<file path="config.mk">
export PLATFORM = sky130hd
export DESIGN_NAME = font_fetch_scheduler_flat
export DESIGN_NICKNAME = d
export VERILOG_FILES = /design/src/rtl/font_fetch_scheduler_if.sv /design/src/rtl/font_fetch_scheduler.sv /design/src/flat_wrapper.sv
export SDC_FILE = /design/constraint.sdc
export NUM_CORES = 1
export LEC_CHECK = 0
export BUFFER_PORTS_ARGS = -buffer_cell sky130_fd_sc_hd__buf_4
export CELL_PAD_IN_SITES_DETAIL_PLACEMENT = 0
export CELL_PAD_IN_SITES_GLOBAL_PLACEMENT = 1
export CORE_MARGIN = 2
export CORE_UTILIZATION = 34
export DETAILED_ROUTE_END_ITERATION = 10
export GPL_TIMING_DRIVEN = 0
export PLACE_DENSITY = 0.85
export SETUP_SLACK_MARGIN = 0.1
export SYNTH_ARGS = -nofsm -noshare
export SYNTH_HDL_FRONTEND = slang
export SYNTH_SLANG_ARGS = --single-unit
</file>
<file path="constraint.sdc">
create_clock -name clk_50MHz -period 2.6 [get_ports clk_50MHz]
set_input_delay 0.13 -clock clk_50MHz [delete_from_list [all_inputs] [get_ports clk_50MHz]]
set_output_delay 0.13 -clock clk_50MHz [all_outputs]
set_load 0.01 [all_outputs]
</file>
<file path="src/rtl/font_fetch_scheduler_if.sv">
// Request/ROM/response bundle shared by the overlay lanes, the fetch scheduler
// and the font ROM.
interface font_fetch_scheduler_if #(
    parameter int NUM_REQ = 2,
    parameter int ROW_W   = 5,
    parameter int DATA_W  = 16
);
    logic [NUM_REQ-1:0]       req_valid;
    logic [4*NUM_REQ-1:0]     req_char;
    logic [ROW_W*NUM_REQ-1:0] req_row;
    logic [NUM_REQ-1:0]       req_ready;
    logic                     pause;
    logic                     rom_rd;
    logic [4+ROW_W-1:0]       rom_addr;
    logic [DATA_W-1:0]        rom_data;
    logic [NUM_REQ-1:0]       rsp_valid;
    logic [DATA_W-1:0]        rsp_data;
    logic                     busy;

    // Scheduler side
    modport slave (
        input  req_valid, req_char, req_row, pause, rom_data,
        output req_ready, rom_rd, rom_addr, rsp_valid, rsp_data, busy
    );

    // Lane generators / ROM side
    modport master (
        output req_valid, req_char, req_row, pause, rom_data,
        input  req_ready, rom_rd, rom_addr, rsp_valid, rsp_data, busy
    );
endinterface

</file>
<file path="src/rtl/font_fetch_scheduler.sv">
// Round-robin scheduler sharing one fixed-latency font glyph ROM between
// NUM_REQ overlay text lanes. One read issued per cycle; the lane tag rides a
// shift register matching the ROM latency so data returns to its requester.
module font_fetch_scheduler #(
    parameter int NUM_REQ = 2,
    parameter int ROW_W   = 5,
    parameter int DATA_W  = 16,
    parameter int ROM_LAT = 2
) (
    input  logic                  clk_50MHz,
    input  logic                  reset,
    font_fetch_scheduler_if.slave bus
);

    localparam int LANE_W = (NUM_REQ > 1) ? $clog2(NUM_REQ) : 1;
    localparam int ADDR_W = 4 + ROW_W;

    logic [LANE_W-1:0]  rr_ptr;
    logic [NUM_REQ-1:0] grant;
    logic [LANE_W-1:0]  grant_lane;
    logic               grant_any;
    logic [LANE_W-1:0]  cand_lane;
    logic [3:0]         sel_char;
    logic [ROW_W-1:0]   sel_row;

    logic               rom_rd_q;
    logic [ADDR_W-1:0]  rom_addr_q;
    logic [LANE_W-1:0]  issue_lane;

    logic [ROM_LAT-1:0] sh_valid;
    logic [LANE_W-1:0]  sh_lane [ROM_LAT];

    logic [NUM_REQ-1:0] rsp_valid_q;
    logic [DATA_W-1:0]  rsp_data_q;

    // Round-robin search starting one past the last granted lane
    always_comb begin
        // NOTE: every variable gets a default first so no path leaves it unassigned (no latch).
        grant      = '0;
        grant_lane = '0;
        grant_any  = 1'b0;
        cand_lane  = '0;
        if (!reset && !bus.pause) begin
            for (int k = 1; k <= NUM_REQ; k++) begin
                cand_lane = LANE_W'((int'(rr_ptr) + k) % NUM_REQ);
                if (!grant_any && bus.req_valid[cand_lane]) begin
                    grant[cand_lane] = 1'b1;
                    grant_lane       = cand_lane;
                    grant_any        = 1'b1;
                end
            end
        end
    end

    // Granted lane's character and row select the ROM word
    always_comb begin
        sel_char = bus.req_char[int'(grant_lane)*4 +: 4];
        sel_row  = bus.req_row[int'(grant_lane)*ROW_W +: ROW_W];
    end

    // Issue stage: register the ROM strobe/address and advance the pointer
    always_ff @(posedge clk_50MHz) begin
        // NOTE: state is updated with non-blocking assignments so every register samples pre-edge values.
        if (reset) begin
            rr_ptr     <= LANE_W'(NUM_REQ - 1);
            rom_rd_q   <= 1'b0;
            rom_addr_q <= '0;
            issue_lane <= '0;
        end else begin
            rom_rd_q <= grant_any;
            if (grant_any) begin
                rr_ptr     <= grant_lane;
                rom_addr_q <= {sel_char, sel_row};
                issue_lane <= grant_lane;
            end
        end
    end

    // Valid bits of the in-flight reads, cleared by reset
    always_ff @(posedge clk_50MHz) begin
        if (reset) begin
            sh_valid <= '0;
        end else begin
            sh_valid[0] <= rom_rd_q;
            for (int i = 1; i < ROM_LAT; i++) begin
                sh_valid[i] <= sh_valid[i-1];
            end
        end
    end

    // Lane tags travel alongside the valid bits
    always_ff @(posedge clk_50MHz) begin
        // NOTE: tags carry no reset; they are only used when the matching valid bit is set.
        sh_lane[0] <= issue_lane;
        for (int i = 1; i < ROM_LAT; i++) begin
            sh_lane[i] <= sh_lane[i-1];
        end
    end

    // Response stage: capture ROM data and flag the owning lane
    always_ff @(posedge clk_50MHz) begin
        if (reset) begin
            rsp_valid_q <= '0;
            rsp_data_q  <= '0;
        end else begin
            rsp_valid_q <= '0;
            if (sh_valid[ROM_LAT-1]) begin
                rsp_valid_q[sh_lane[ROM_LAT-1]] <= 1'b1;
                rsp_data_q                      <= bus.rom_data;
            end
        end
    end

    assign bus.req_ready = grant;
    assign bus.rom_rd    = rom_rd_q;
    assign bus.rom_addr  = rom_addr_q;
    assign bus.rsp_valid = rsp_valid_q;
    assign bus.rsp_data  = rsp_data_q;
    assign bus.busy      = rom_rd_q | (|sh_valid) | (|rsp_valid_q);

endmodule

</file>
<file path="src/flat_wrapper.sv">
// flat-port wrapper written by rule: the top's interface ports become plain ports
module font_fetch_scheduler_flat 
#(
    parameter int NUM_REQ = 2,
    parameter int ROW_W   = 5,
    parameter int DATA_W  = 16,
    parameter int ROM_LAT = 2
)
  (clk_50MHz, reset, bus_req_valid, bus_req_char, bus_req_row, bus_pause, bus_rom_data, bus_req_ready, bus_rom_rd, bus_rom_addr, bus_rsp_valid, bus_rsp_data, bus_busy);
  font_fetch_scheduler_if #(.NUM_REQ(NUM_REQ), .ROW_W(ROW_W), .DATA_W(DATA_W)) bus_i ();
  input  logic clk_50MHz;
  input  logic reset;
  input wire logic [$bits(bus_i.req_valid)-1:0] bus_req_valid;
  input wire logic [$bits(bus_i.req_char)-1:0] bus_req_char;
  input wire logic [$bits(bus_i.req_row)-1:0] bus_req_row;
  input wire logic [$bits(bus_i.pause)-1:0] bus_pause;
  input wire logic [$bits(bus_i.rom_data)-1:0] bus_rom_data;
  output wire logic [$bits(bus_i.req_ready)-1:0] bus_req_ready;
  output wire logic [$bits(bus_i.rom_rd)-1:0] bus_rom_rd;
  output wire logic [$bits(bus_i.rom_addr)-1:0] bus_rom_addr;
  output wire logic [$bits(bus_i.rsp_valid)-1:0] bus_rsp_valid;
  output wire logic [$bits(bus_i.rsp_data)-1:0] bus_rsp_data;
  output wire logic [$bits(bus_i.busy)-1:0] bus_busy;
  assign bus_i.req_valid = bus_req_valid;
  assign bus_i.req_char = bus_req_char;
  assign bus_i.req_row = bus_req_row;
  assign bus_i.pause = bus_pause;
  assign bus_i.rom_data = bus_rom_data;
  assign bus_req_ready = bus_i.req_ready;
  assign bus_rom_rd = bus_i.rom_rd;
  assign bus_rom_addr = bus_i.rom_addr;
  assign bus_rsp_valid = bus_i.rsp_valid;
  assign bus_rsp_data = bus_i.rsp_data;
  assign bus_busy = bus_i.busy;
  font_fetch_scheduler #(.NUM_REQ(NUM_REQ), .ROW_W(ROW_W), .DATA_W(DATA_W), .ROM_LAT(ROM_LAT)) u_core (.clk_50MHz(clk_50MHz), .reset(reset), .bus(bus_i));
endmodule
</file>
# Word level (Yosys, flattened, before mapping)

Memory sizes are Yosys's and may differ from the RTL's.
Index checks and enable logic that the tools add are counted.

Input bits: 39
RAM bits: 2
Bits in latches: 0
Memories kept: 1
Word-level logic and storage cells: 55
Memory bits (read-only): 0
Output and inout port bits: 31
Bits in registers: 32

Multipliers: 1
Shifts and indexed selects: 2
Eq/ne operators: 0
Reductions and logical operators: 11
$add $sub $neg: 2
$lt $le $gt $ge: 6
Div/mod/pow operators: 0
Bitwise gates (word level): 4
Mux-type cells: 21

Memory list:

| name           | depth | width | read ports | clocked after memory_dff | write ports | line                       | source |
|---|---|---|---|---|---|---|---|
| u_core.sh_lane | 2     | 1     | 2          | 0                        | 2           | font_fetch_scheduler.sv:31 | `logic [LANE_W-1:0] sh_lane [ROM_LAT];` |

Operators with widths:

| kind                                                                          | number |
|---|---|
| 10-bit by 32-bit variable part select with 5-bit output                       | 1 |
| 1-bit 2-to-1 mux                                                              | 14 |
| 2-bit 2-to-1 mux                                                              | 4 |
| 8-bit by 4-bit variable part select with 4-bit output                         | 1 |
| 1-bit by 2-bit less-than comparator with 1-bit output (second input constant) | 3 |
| 2-bit OR reduction                                                            | 3 |
| 1-bit logical AND                                                             | 5 |
| 1-bit by 3-bit multiplier with 4-bit output (second input constant)           | 1 |
| 1-bit demux with 1-bit select                                                 | 3 |
| 1-bit >= comparator (second input constant)                                   | 3 |
| 1-bit zero test                                                               | 3 |
| 1-bit adder (second input constant)                                           | 2 |
| 1-bit OR                                                                      | 2 |
| 2-bit OR                                                                      | 1 |
| 1-bit inverter                                                                | 1 |

# Depth between registers and ports, before layout

Gate-level depths: netlist of the first run.

Word-level depth: 11
Mapped depth: 5
Depth with buffers taken out: 4

# Worst setup path after synthesis of the first run

No wires, ideal clock.

Kind: register -> register
Start: register u_core.rr_ptr
End: register u_core.rom_addr_q[7] (netlist: u_core.bus.rom_addr[7])
Setup slack: 1552 ps
Arrival time: 915 ps
Stages on the path, launching flop included: 4
Clock period less this slack: 1048 ps
Path buffers: 0
Data required time: 2467 ps
Setup time: 133 ps
Cell sequence: dfxtp_1 -> a211o_2 -> o21ai_1 -> a311oi_2

Longest elaborated chain between the ends: 10
Elaborated cells on any way between the ends: 16
Those cells by class: add/sub (2); shift (1); mux (11); reduce/logical (2)

RTL lines:

| what                                                  | line                       | source |
|---|---|---|
| start: declaration                                    | font_fetch_scheduler.sv:18 | `logic [LANE_W-1:0] rr_ptr;` |
| start signal: assignment                              | font_fetch_scheduler.sv:65 | `rr_ptr <= LANE_W'(NUM_REQ - 1);` |
| start signal: assignment                              | font_fetch_scheduler.sv:72 | `rr_ptr <= grant_lane;` |
| 1-bit adder                                           | font_fetch_scheduler.sv:45 | `cand_lane = LANE_W'((int'(rr_ptr) + k) % NUM_REQ);` |
| 1-bit 2-to-1 mux (implied by the code) (2 in series)  | font_fetch_scheduler.sv:46 | `if (!grant_any && bus.req_valid[cand_lane]) begin` |
| 1-bit 2-to-1 mux                                      | font_fetch_scheduler.sv:46 |  |
| 1-bit 2-to-1 mux                                      | font_fetch_scheduler.sv:43 | `if (!reset && !bus.pause) begin` |
| 1-bit zero test                                       | font_fetch_scheduler.sv:46 |  |
| 1-bit logical AND                                     | font_fetch_scheduler.sv:46 |  |
| 1-bit 2-to-1 mux                                      | font_fetch_scheduler.sv:46 |  |
| 1-bit 2-to-1 mux                                      | font_fetch_scheduler.sv:43 |  |
| 8-bit by 4-bit variable part select with 4-bit output | font_fetch_scheduler.sv:57 | `sel_char = bus.req_char[int'(grant_lane)*4 +: 4];` |
| end signal: assignment                                | font_fetch_scheduler.sv:73 | `rom_addr_q <= {sel_char, sel_row};` |
| end: declaration                                      | font_fetch_scheduler.sv:27 | `logic [ADDR_W-1:0] rom_addr_q;` |

Several ways; a longest one is shown, not always the timed one. The select of a mux whose other input is x is not followed.
A chain may end at the register's enable or synchronous reset.

# Worst setup path in the final report of the first run

Start: register u_core.sh_valid[1]
End: output port bus_busy

Longest elaborated chain between the ends: 3

RTL lines:

| what                             | line                        | source |
|---|---|---|
| start: declaration               | font_fetch_scheduler.sv:30  | `logic [ROM_LAT-1:0] sh_valid;` |
| start signal: indexed assignment | font_fetch_scheduler.sv:86  | `sh_valid[i] <= sh_valid[i-1];` |
| 2-bit OR reduction               | font_fetch_scheduler.sv:119 | `assign bus.busy = rom_rd_q \| (\|sh_valid) \| (\|rsp_valid_q);` |
| 1-bit OR (2 in series)           | font_fetch_scheduler.sv:119 |  |
| end: declaration                 | flat_wrapper.sv:23          | `output wire logic [$bits(bus_i.busy)-1:0] bus_busy;` |

No other way between the ends.

==> results of run 1 <==
## sequential cells by signal, summed over array words and instances, names as in the netlist
signal                flops
u_core.bus.rom_addr       9
u_core.bus.rom_rd         1
u_core.rr_ptr             1
u_core.bus.rsp_valid      2
u_core.issue_lane         1
u_core.sh_lane            2
u_core.sh_valid           2
u_core.bus.rsp_data      16
## metrics by stage
step / total power [mW] / setup slack [ns] / hold slack [ns]
global route: 1.118 / 1.037 / 0.08459
floorplan: 0.6325 / 1.552 / 0.2772
global placement: 0.7165 / 1.398 / 0.3102
CTS: 1.082 / 1.065 / 0.07295
detailed placement: 0.7220 / 1.380 / 0.3135
finish: 1.068 / 1.089 / 0.07897
## worst paths after layout
path / start / slack, ns / to
setup / recovery: u_core.sh_valid[1] / 1.09 / bus_busy
hold / removal: bus_rom_data[1] / 0.08 / u_core.bus.rsp_data[1]
setup reg to reg: u_core.rr_ptr / 1.44 / u_core.bus.rom_addr[6]
hold reg to reg: u_core.sh_lane[0][0] / 0.33 / u_core.sh_lane[0][1]
## critical path, cell delays in order (launching register included)
cell and delay, ns:
dfxtp_1 0.30, buf_4 0.18, buf_4 0.20, nor3_1 0.19, nand2_1 0.08, buf_4 0.15
## where the power goes
part | internal (mW) | leakage [nW] | switching (mW)
clock | 0.179 | 0.0438 | 0.179
combinational | 0.0856 | 0.547 | 0.0735
sequential | 0.541 | 0.277 | 0.0106
total | 0.805 | 0.868 | 0.263
## cell families (layout without fill, tap and decap cells)
family / after synthesis / after routing / synth area share (%)
simple gates: 37 / 37 / 14.14
buf+inv: 13 / 89 / 5.977
flops: 34 / 34 / 51.61
compound gates: 31 / 31 / 16.13
mux: 16 / 16 / 12.14
## cell type report
type	instances	area, um^2	share of cell area, %
multi-input combinational	84	559.3	28.31
inverter	3	13.76	0.6966
sequential	34	680.7	34.45
timing repair buffer	69	518.0	26.22
buffer	10	65.06	3.293
tap	48	60.06	3.040
clock inverter	2	10.01	0.5067
clock buffer	5	68.82	3.483
## placed cells by master, fill, tap and decap left out, drive strengths merged
cell type / count
buf: 79
dfxtp: 34
nor2: 19
mux2i: 16
o21ai: 9
nand4: 9
a21oi: 9
a311oi: 9
clkbuf: 5
nand2: 3
inv: 3
nor2b: 2
clkinv: 2
a211o: 2
o211a: 1
nor3: 1
or2: 1
and3: 1
a31o: 1
nor3b: 1
## routing by layer
metal	GRT usage [%]	share of wire (%)	vias up
met5	0	0	-
met4	7.398	2.5	0
met3	5.622	6.4	12
met2	30.50	53	46
met1	18.34	38	585
li1	-	-	629
==> flow_summary.toml, run 1 <==
[sta]
slew_violations = 0
tightest_slew_ns = 0.4566
max-slew-margin-rel_pct = 69.56
fin_crit_sh_pct = 58.13
skew_ns = 0.002849
post-route-min-period_ns = 1.511
setup_viol_count_final = 0
finalHoldViolations = 0
finalSetupTns_ns = 0
max_freq_mhz = 661.6
rsz0062_at_grt = "false"

[final_layout]
area_growth_pct = 49.81
final_cells = 255
nFillCells = 351
drive_gt1_share_pct = 43.96
antenna_cells = 0
nets = 246
stdcell_area_um2 = 1976
final_util_pct = 53.56

[cts]
hold_buffers = 0
cts_buffer_depth = 2
clk_latency_ns = 0.28
clockRootBuffer = "clkbuf_8"
cts_max_level = 2
cts_resized = 0
cts_sinks = 34
tritoncts = "built"
cts_buffers = 5
postCtsSetupRepairBufs = 0
clk_pin_slew_worst_paths_ns = 0.06

[synthesis]
avgSynthCellArea_um2 = 10.07
ys.flop_type = "dfxtp_1"
yosys-top-cells-area = "dfxtp_1, mux2i_1, a311oi_1"
yosysMostFrequentCell = "dfxtp_1"
yosysSeqAreaShare_pct = 51.61
synth_area_um2 = 1319
yosysWarnings = 0
synth_cells = 131
yosysTopAreaCellShare_pct = 51.61
async_flop_share_pct = 0
yosysTopAreaCell = "dfxtp_1"
synth-edff-count = 0
ys_types = 27
syn-num-nets = 170
synth-seq-cells = 34
yosys-top-cells-count = "dfxtp_1, nor2_1, mux2i_1"

[worst_hold_path]
min_path_cells = 3
min_path_type = "primary input to flip-flop"

[status]
outcome = "complete, no violations"

[grt]
antenna_found_initial = 0
grt_pass1_vias = 1228
track_usage_pct = 17.15
overflow = 0
grt_pass1_wl_um = 5582
grt_max_degree = 11

[pwr]
pwr_density_cell_nw_per_um2 = 540.7
peakVddDrop_mv = 0.2865
leakage_nw = 0.8681

[placed_design]
placed_area_um2 = 1897
place_hpwl_um = 2740
port_buffers = 69
gp_congestion = 0.8462
placedCellCount = 248

[worst_setup_path]
worst_ep_required_time_ns = 2.47
start_kind = "flip-flop"
critPathArrivalTime_ns = 1.38
rr_worst_depth = 3
critical_path_class = "flip-flop to output pin"
crit_fanout = 10
crit_path_end_kind = "output pin"

[detailed_routing]
final_antenna_net_count = 0
vias_per_cell = 4.988
avgRoutedWirePerCell_um = 14.11
drc = 0
vias = 1272
wl_um = 3598
dr.first_iter.drc_count = 18
dr.pass1.iters = 4

[die]
rows = 22
ios = 70
die_h_um = 66.28
core_um2 = 3689
fp.dieArea_um2 = 4393
start_util_pct = 35.75
die_w_um = 66.28

[flow_run]
maxCapViolations = 0
Note: power is estimated with default switching activity, not from simulation.
==> inputs of run 2 (changes only) <==
- CORE_UTILIZATION: 34 -> 31
- PLACE_DENSITY: 0.85 -> 0.79
- clock period: 2.6 -> 1.5 ns (I/O delays scaled with it)
==> flow_summary.toml, run 2 (synthesis results as in run 1) <==
[status]
outcome = "complete, no violations"

[sta]
max-slew-margin-rel_pct = 68.67
tightest_slew_ns = 0.4699
skew_ns = 0.003750
max_freq_mhz = 759.4
finalHoldViolations = 0
post-route-min-period_ns = 1.317
rsz0062_at_grt = "false"
finalSetupTns_ns = 0
slew_violations = 0
whs_ns = 0.03724
fin_crit_sh_pct = 87.78
setup_viol_count_final = 0

[final_layout]
nFillCells = 387
largest_register_ffs = 16
layout.cells.most_common = "buf_4"
drive_gt1_share_pct = 44.23
antenna_cells = 0
regArea_um2 = 680.7
nets = 246
final_cell_mix = "buf_4, dfxtp_1, nor2_1"
final_cells = 258
area_growth_pct = 52.28
stdcell_area_um2 = 2008
multi_input_area_um2 = 576.8

[pwr]
combPwrFrac_pct = 14.6
sw_frac_of_total_pct = 23.57
pwr_density_cell_nw_per_um2 = 949.8
finalPower_mw = 1.907
leakage_nw = 0.8748
peakVddDrop_mv = 0.3796
power_frac_clock_pct = 35.3
p_int_mw = 1.458
pwr-share-seq_pct = 50.1
p_switching_mw = 0.4495

[worst_setup_path]
start_kind = "flip-flop"
worstReg2RegEnd = "u_core.bus.rom_addr[7]"
crit_path_end_kind = "output pin"
crit_path_start = "u_core.rr_ptr"
r2r_slack_ns = 0.22
worst_ep_required_time_ns = 1.42
crit_fanout = 4
critical_path_class = "flip-flop to output pin"
critPathArrivalTime_ns = 1.24
rr_startpoint = "u_core.rr_ptr"
rr_worst_depth = 4
cp-endpoint = "bus_req_ready[1]"

[grt]
track_usage_pct = 15.10
grt_pass1_vias = 1288
grt_pass1_wl_um = 5844
overflow = 0
antenna_found_initial = 0
grt_max_degree = 20

[detailed_routing]
dr.first_iter.drc_count = 51
final_antenna_net_count = 0
drc = 0
vias_per_cell = 4.872
dr.pass1.iters = 4
avgRoutedWirePerCell_um = 13.72
wl_um = 3541
vias = 1257

[die]
rows = 23
fp.dieArea_um2 = 4792
core_um2 = 4058
die_w_um = 69.23
die_h_um = 69.23
start_util_pct = 32.50
ios = 70

[placed_design]
gp_congestion = 0.8482
placedCellCount = 250
placed_area_um2 = 1899
place_hpwl_um = 2740
port_buffers = 69

[flow_run]
maxCapViolations = 0

[cts]
clockRootBuffer = "clkbuf_8"
cts_max_level = 2
clk_pin_slew_worst_paths_ns = 0.07
tritoncts = "built"
hold_buffers = 0
cts_buffer_depth = 2
cts_buffers = 5
cts_sinks = 34
clk_latency_ns = 0.28

[worst_hold_path]
min_path_type = "primary input to flip-flop"
==> run 2: cell types whose count changed in the layout (fill, tap and decap cells not counted) <==
cell,change
nor2_4,+1
clkbuf_8,+1
a211o_2,-1
nor3_1,-1
clkbuf_1,+1
nor3_2,+1
nor2_2,-1
clkinv_2,-1
a211o_4,+1
==> run 2: cell type report <==
| type | count | area share, % |
|---|---|---|
| inverters | 3 | 0.6854 |
| clock buffers | 7 | 4.299 |
| multi-input cells | 84 | 28.72 |
| well taps | 50 | 3.115 |
| plain buffers | 9 | 2.866 |
| repair buffers | 70 | 26.17 |
| clock inverters | 1 | 0.2492 |
| flip-flops and latches | 34 | 33.89 |
==> run 2: worst max-delay path: stages, from the launching register on <==
cell and delay, ns:
dfxtp_1 0.35, a211o_4 0.38, nor2_4 0.11, buf_4 0.13
==> run 2: power by group through the flow <==
stage,Combinational (mW),Sequential (mW),Clock [mW]
CTS,0.279,0.956,0.695
global route,0.304,0.959,0.738
floorplan,0.112,0.984,0
global placement,0.270,0.974,0
detailed placement,0.276,0.975,0
finish,0.278,0.956,0.673
==> run 2: worst min path at each step <==
stage                         start                 endpoint  slack (ns)  cells past startpoint
2_1_floorplan      bus_rom_data[10]  u_core.bus.rsp_data[10]        0.22                      2
3_3_place_gp   u_core.sh_lane[0][0]     u_core.sh_lane[0][1]        0.31                      0
3_5_place_dp   u_core.sh_lane[0][0]     u_core.sh_lane[0][1]        0.32                      0
4_1_cts            bus_rom_data[15]  u_core.bus.rsp_data[15]        0.03                      3
5_1_grt             bus_rom_data[0]   u_core.bus.rsp_data[0]        0.04                      3
6_report           bus_rom_data[14]  u_core.bus.rsp_data[14]        0.04                      3
==> run 2: per-layer routing <==
layer | part of all wire, % | global-route usage (%) | up-vias
li1 | - | - | 629
met1 | 39 | 16.38 | 564
met2 | 49 | 25.53 | 60
met3 | 10 | 7.558 | 4
met4 | 1.0 | 5.011 | 0
met5 | 0 | 0 | -
==> run 2: repair_timing <==
item	in CTS	in global routing
endpoints found under the setup margin	2	2
pin swaps	0	1
gates resized for setup	2	1
endpoints found under the hold margin	0	0
buffers inserted	0	1
==> run 2: stage by stage <==
step                      worst slack (ns)  utilization (%)
final                               0.1833            49.49
after CTS                           0.1297            49.18
after global routing                0.1182            49.49
after global placement              0.3473            46.81
after floorplan                     0.4521                -
after detailed placement            0.3465            46.81
